===== src/rtl/b2r_row_serializer.sv =====
// Row FIFO between the block-to-row converter and a narrow valid/ready sink.
// Each buffered row is emitted as COL/BEAT_ELEMS beats, with row-end and matrix-last flags.
module b2r_row_serializer #(
    parameter int unsigned WIDTH      = 16,
    parameter int unsigned COL        = 64,
    parameter int unsigned ROW        = 256,
    parameter int unsigned BEAT_ELEMS = 8,
    parameter int unsigned FIFO_DEPTH = 4
) (
    input  logic                          clk,
    input  logic                          rst,
    input  logic                          en,
    input  logic                          in_valid,
    input  logic                          in_last,
    input  logic [WIDTH*COL-1:0]          in_data,
    output logic                          in_ready,
    output logic                          out_valid,
    input  logic                          out_ready,
    output logic [WIDTH*BEAT_ELEMS-1:0]   out_data,
    output logic                          out_row_end,
    output logic                          out_last,
    output logic                          overflow,
    output logic                          done
);

    localparam int unsigned BEATS  = COL / BEAT_ELEMS;
    localparam int unsigned BW     = (BEATS > 1) ? $clog2(BEATS) : 1;
    localparam int unsigned PW     = $clog2(FIFO_DEPTH);
    localparam int unsigned CW     = PW + 1;
    localparam int unsigned RW     = $clog2(ROW + 1);
    localparam int unsigned DW     = WIDTH * COL;
    localparam int unsigned BEAT_W = WIDTH * BEAT_ELEMS;

    typedef enum logic [1:0] {IDLE, RUN, DONE} state_e;

    state_e          state_q, state_d;
    logic [DW:0]     mem_q [FIFO_DEPTH];
    logic [PW-1:0]   wr_ptr_q, wr_ptr_d;
    logic [PW-1:0]   rd_ptr_q, rd_ptr_d;
    logic [CW-1:0]   count_q, count_d;
    logic [BW-1:0]   beat_cnt_q, beat_cnt_d;
    logic [RW-1:0]   rows_out_q, rows_out_d;
    logic            overflow_q, overflow_d;

    logic [DW:0]     head;
    logic            full, last_beat, push, fire, pop;

    assign head      = mem_q[rd_ptr_q];
    assign full      = (count_q == CW'(FIFO_DEPTH));
    assign last_beat = (beat_cnt_q == BW'(BEATS - 1));

    always_comb begin
        in_ready    = (state_q == RUN) && en && !full;
        out_valid   = (state_q == RUN) && (count_q != '0);
        out_data    = out_valid ? head[int'(beat_cnt_q)*BEAT_W +: BEAT_W] : '0;
        out_row_end = out_valid && last_beat;
        out_last    = out_row_end && head[DW];
        overflow    = overflow_q;
        done        = (state_q == DONE);
        push        = in_valid && in_ready;
        fire        = out_valid && out_ready;
        pop         = fire && last_beat;
    end

    always_comb begin
        state_d    = state_q;
        wr_ptr_d   = wr_ptr_q;
        rd_ptr_d   = rd_ptr_q;
        count_d    = count_q;
        beat_cnt_d = beat_cnt_q;
        rows_out_d = rows_out_q;
        overflow_d = overflow_q;
        case (state_q)
            IDLE: if (en) state_d = RUN;
            RUN: begin
                if (push) wr_ptr_d = wr_ptr_q + 1'b1;
                if (fire) beat_cnt_d = last_beat ? '0 : beat_cnt_q + 1'b1;
                if (pop) begin
                    rd_ptr_d = rd_ptr_q + 1'b1;
                    if (rows_out_q != RW'(ROW)) rows_out_d = rows_out_q + 1'b1;
                    if (head[DW]) state_d = DONE;
                end
                if (push && !pop)      count_d = count_q + 1'b1;
                else if (pop && !push) count_d = count_q - 1'b1;
                // Fullness uses the pre-edge count, so a same-cycle pop cannot rescue the row.
                if (in_valid && en && full) overflow_d = 1'b1;
            end
            DONE: begin
                if (!en) begin
                    state_d    = IDLE;
                    wr_ptr_d   = '0;
                    rd_ptr_d   = '0;
                    count_d    = '0;
                    beat_cnt_d = '0;
                    rows_out_d = '0;
                    overflow_d = 1'b0;
                end
            end
            default: state_d = IDLE;
        endcase
    end

    always_ff @(posedge clk or posedge rst) begin
        if (rst) begin
            state_q    <= IDLE;
            wr_ptr_q   <= '0;
            rd_ptr_q   <= '0;
            count_q    <= '0;
            beat_cnt_q <= '0;
            rows_out_q <= '0;
            overflow_q <= 1'b0;
        end else begin
            state_q    <= state_d;
            wr_ptr_q   <= wr_ptr_d;
            rd_ptr_q   <= rd_ptr_d;
            count_q    <= count_d;
            beat_cnt_q <= beat_cnt_d;
            rows_out_q <= rows_out_d;
            overflow_q <= overflow_d;
        end
    end

    always_ff @(posedge clk) begin
        if (push) mem_q[wr_ptr_q] <= {in_last, in_data};
    end

endmodule


===== config.mk =====
export PLATFORM = sky130hd
export DESIGN_NAME = b2r_row_serializer
export DESIGN_NICKNAME = d
export VERILOG_FILES = /design/src/rtl/b2r_row_serializer.sv
export SDC_FILE = /design/constraint.sdc
export NUM_CORES = 2
export LEC_CHECK = 0
export CAP_MARGIN = 5
export CORE_MARGIN = 2
export CORE_UTILIZATION = 48
export DETAILED_ROUTE_END_ITERATION = 10
export GPL_ROUTABILITY_DRIVEN = 0
export PLACE_DENSITY = 0.7
export RECOVER_POWER = 25
export SLEW_MARGIN = 20
export SYNTH_ARGS = -nofsm -noshare
export SYNTH_HDL_FRONTEND = slang
export SYNTH_MEMORY_MAX_BITS = 65536
export SYNTH_SLANG_ARGS = --single-unit

===== constraint.sdc =====
create_clock -name clk -period 74.6 [get_ports clk]
set_input_delay 22.38 -clock clk [delete_from_list [all_inputs] [get_ports clk]]
set_output_delay 22.38 -clock clk [all_outputs]
set_load 0.02 [all_outputs]

# [Word level (Yosys, flattened, before mapping)]
# Memory sizes are Yosys's and may differ from the RTL's.
# Cells that the tools add are included.
[totals] memories=1 mem_bits_rw=4100 wordCells=71 regBits=13
[op_classes] n_mux=22 shifts=1 n_eq_ne=12 add_sub_neg=5 n_reduce_logical=24
[memory_table] memory="mem_q" depth=4 width=1025 rd=1 rd_ports_with_merged_regs=0 write_ports=1 line_no="37" text="logic [DW:0] mem_q [FIFO_DEPTH];"
[ops] operator="1025-bit by 11-bit variable part select with 128-bit output" n=1
[ops] operator="128-bit two-way mux" n=1
[ops] operator="3-bit two-way mux" n=5
[ops] operator="3-bit AND reduction" n=5
[ops] operator="1-bit logical AND" n=12
[ops] operator="2-bit two-way mux" n=6
[ops] operator="2-bit inequality test, second input constant" n=6
[ops] operator="3-bit one-hot mux with 2 select lines" n=2
[ops] operator="2-bit one-hot mux with 2 select lines" n=2
[ops] operator="3-bit by 1-bit adder with 3-bit output, second input constant" n=2
[ops] operator="3-bit equality test, second input constant" n=2
[ops] operator="2-bit one-hot mux with 3 select lines" n=1
[ops] operator="2-bit by 1-bit adder with 2-bit output, second input constant" n=2
[ops] operator="1-bit two-way mux" n=4
[ops] operator="4-bit AND reduction" n=1
[ops] operator="1-bit logical NOT" n=3
[ops] operator="3-bit by 1-bit inequality test with 1-bit output, second input constant" n=1
[ops] operator="3-bit nonzero test" n=1
[ops] operator="3-bit by 1-bit subtractor with 3-bit output, second input constant" n=1
[ops] operator="2-bit by 1-bit equality test with 1-bit output, second input constant" n=1
[ops] operator="2-bit equality test, second input constant" n=1
[ops] operator="2-bit logical NOT" n=1
[ops] operator="2-bit by 1-bit inequality test with 1-bit output, second input constant" n=1
[ops] operator="1-bit one-hot mux with 2 select lines" n=1
[ops] operator="2-bit nonzero test" n=1

# [Depth between registers and ports, before layout]
[depth] depth_word=9 mapped_depth=10

# [Worst setup path after synthesis]
# OpenSTA, ideal clock, no wires.
[synth_path] path_type="input-to-reg" start="input port in_valid" end="memory mem_q[0][0] in the netlist's numbering (enable)" t_arrival_ps=45837 path_stages=3 required_ps=73067 setup_ps=1533 slack_ps=27230 n_path_buf=0 path_cell_list="nand3_1 -> nor2_1 -> and2_1"
[synth_between] elab_chain_len=3
[synth_lines] element="start: declaration" line_no="13" text="input logic in_valid,"
[synth_lines] element="1-bit logical AND" line_no="60" text="push = in_valid && in_ready;"
[synth_lines] element="1-bit two-way mux" line_no="124" text="if (push) mem_q[wr_ptr_q] <= {in_last, in_data};"
[synth_lines] element="1-bit two-way mux (not written as such)" line_no="124"
[synth_lines] element="end: declaration" line_no="37"
# No other way between the ends.

# [Final worst setup path]
[layout_path] start="input port en" end="output port in_ready"
[layout_between] elab_chain_len=2
[layout_lines] element="start: declaration" line_no="12" text="input logic en,"
[layout_lines] element="1-bit logical AND (2 in a row)" line_no="53" text="in_ready = (state_q == RUN) && en && !full;"
[layout_lines] element="end: declaration" line_no="16" text="output logic in_ready,"
# No other way between the ends.

==> qor.yml <==
status: "finished, final reports clean"
globalRouteOverflowTotal: 0
synth_top_area_cell: "edfxtp_1"
initial_core_util_pct: 48.3
port_buffers: 1163
setup_viol_count_final: 0
critPathLaunchType: "primary input"
fin_ws_ns: 28.11
r2r_cells: 12
synth_cell_type_count: 41
num_io_pins: 1164
arrival_ns: 24.11
multi_input_area_sq_um: 31200
place_ws_ns: 28.09
skew_ns: 0.0602
drcViolationCount: 0
critPathKind: "in -> out"
grt_usage_pct: 22.1
setup-tns-final_ns: 0
wl_per_cell_um: 29.3
drt-initial-drc-count: 7156
crit_path_frequent_cell: "clkdlybuf4s50_1"
fmax_mhz: 21.5
yosysTopAreaCellShare_pct: 78.6
critPathTopFamily: "buffers and inverters"
fillCellCount: 22900
min_period_ns: 46.49
place_hpwl_mm: 232
switchingPower_uw: 1720
p_per_area_nw_per_um2: 33.7
cp_num_buf_inv: 3
syn_nets: 7513
firstDrtPassIters: 6
clk_pin_slew_ns: 0.06
ys_warn_count: 0
cts-root-buf: "clkbuf_16"
drive_gt1_share_pct: 21.1
avgSynthCellArea_sq_um: 24.2
max-vdd-ir-drop_mv: 0.0277
seq_area_frac_synth_pct: 78.8
cpPeakStageDelay_ns: 0.68
hold_class: "reg -> reg"
core-area_sq_um: 324000
cts_setup_buffers: 0
wirelength_mm: 372
finalHoldViolations: 0
ys_top_cells_by_area: "edfxtp_1 (79%), mux4_2 (15%), mux2i_1 (3.3%)"
post_cts_resize_count: 0
power.internal_uw: 4560
layout_common_cells: "edfxtp_1 (4,100), mux4_2 (1,025), clkdlybuf4s50_1 (591)"
relSlewSlack_pct: 23.1
area.growth.synth_to_final_pct: 19.1
nNetsFinal: 8883
switching_share_pct: 27.4
rsz0062_at_grt: "false"
clk_latency_ns: 0.96
mostFrequentLayoutCell: "edfxtp_1"
end_kind: "output port"
cpMaxStageDelayCell: "clkdlybuf4s50_1"
netlist_instances: 6472
clockPowerShare_pct: 31.8
dp_cells: 11700
synth_ff_type: "edfxtp_1"
cp.required_ns: 52.22
async_reset_ff_share_pct: 0.316
crit_chain: "clkdlybuf4s50_1 > inv_1 > nor3_1 > clkdlybuf4s50_1"
synth_seq_cells: 4113
cts_max_path_buffers: 4
p_seq_share_pct: 42.7
grt_pass1_vias: 75800
total_power_uw: 6280
synth_edf_count: 4100
vias: 73900
cts_tree: "done"
cts_made_buffers: 416
die_w_um: 575
register_area_sq_um: 123000
die_h_um: 575
p_comb_share_pct: 25.5
via_per_inst: 5.82
final_antenna_net_count: 0
stdcell_count: 12700
path_depth: 4
syn_area_sq_um: 157000
maxCapViolCount: 0
tightest_slew_ns: 1.15
p_leak_uw: 0.0594
grt_max_degree: 152
crit_fanout: 5
row_count: 209
clock_sinks: 4113
htree_levels: 5
cts_hold_buf: 0
finalMaxSlewViolations: 0
antenna_found_initial: 413
post-route-period-util_pct: 62.3
grt_pass1_wl_mm: 533
min_path_cells: 1
dieArea_sq_um: 331000
## sequential cells by signal, summed over array words and instances, names as in the netlist
signal / cells
mem_q: 4100
state_q: 2
count_q: 3
wr_ptr_q: 2
rd_ptr_q: 2
beat_cnt_q: 3
overflow: 1
## power by group through the flow
stage               sequential (uW)  combinational [uW]  clock, uW
global placement               2720                1620          0
detailed placement             2730                1640          0
finish                         2680                1600       2000
global route                   2690                1710       2120
CTS                            2680                1640       2030
floorplan                      2830                1170          0
## final timing paths
path	start	endpoint	slack, ns
worst max-delay path	en	in_ready	28.11
worst min-delay path	state_q[1]$_DFFE_PP0P_	state_q[1]$_DFFE_PP0P_	0.56
worst max register to register	state_q[1]$_DFFE_PP0P_	mem_q[2][574]$_DFFE_PP_	66.20
worst min register to register	state_q[1]$_DFFE_PP0P_	state_q[1]$_DFFE_PP0P_	0.56
max in group asynchronous	rst	rd_ptr_q[0]$_DFFE_PP0P_	52.22
min in group asynchronous	rst	wr_ptr_q[0]$_DFFE_PP0P_	21.93
## metal layers
metal	vias to the layer above	part of all wire, %	track usage, %
li1	30900	-	-
met5	-	0.42	0
met3	981	10	7.45
met1	38700	37	28.0
met2	3022	49	35.8
met4	252	3.5	7.67
## kinds of logic after synthesis
group	Yosys count	share of synthesized area (%)
compound gates	280	1.13
flops	4113	78.8
xor+xnor	3	0.0168
buf+inv	355	1.24
fa+ha+maj	11	0.0927
mux	1541	18.0
simple gates	169	0.639
## area by class of cell
type,instances,area share [%]
antenna,190,0.255
sequential,4113,66.2
tap,4325,2.90
clock buffer,531,5.87
multi-input combinational,2004,16.7
clock inverter,234,1.16
timing repair buffer,1296,6.86
inverter,11,0.0221
## through the flow
stage / utilization, % / hold slack [ns] / cell area (sq um)
final: 57.5 / 0.556 / 187000
after global routing: 57.4 / 0.577 / 186000
after CTS: 57.4 / 0.548 / 186000
after detailed placement: 53.3 / 0.535 / 173000
after global placement: 53.3 / 0.506 / 173000
after floorplan: - / 0.491 / 157000
## Yosys cell counts (2+ instances only)
library cell / instances
or2_1: 128
buf_4: 41
nand3b_1: 2
mux4_2: 1025
buf_6: 51
o21ai_1: 2
nor2_1: 5
and2_1: 5
buf_2: 52
xnor2_1: 2
buf_1: 92
ha_1: 10
nand2_1: 15
clkbuf_1: 108
dfrtp_1: 13
edfxtp_1: 4100
nand3_1: 5
mux2i_1: 515
o22ai_1: 256
nand2b_1: 2
a21oi_1: 2
o21ai_0: 10
nor3_1: 3
inv_1: 11
(Power assumes the default switching activity.)
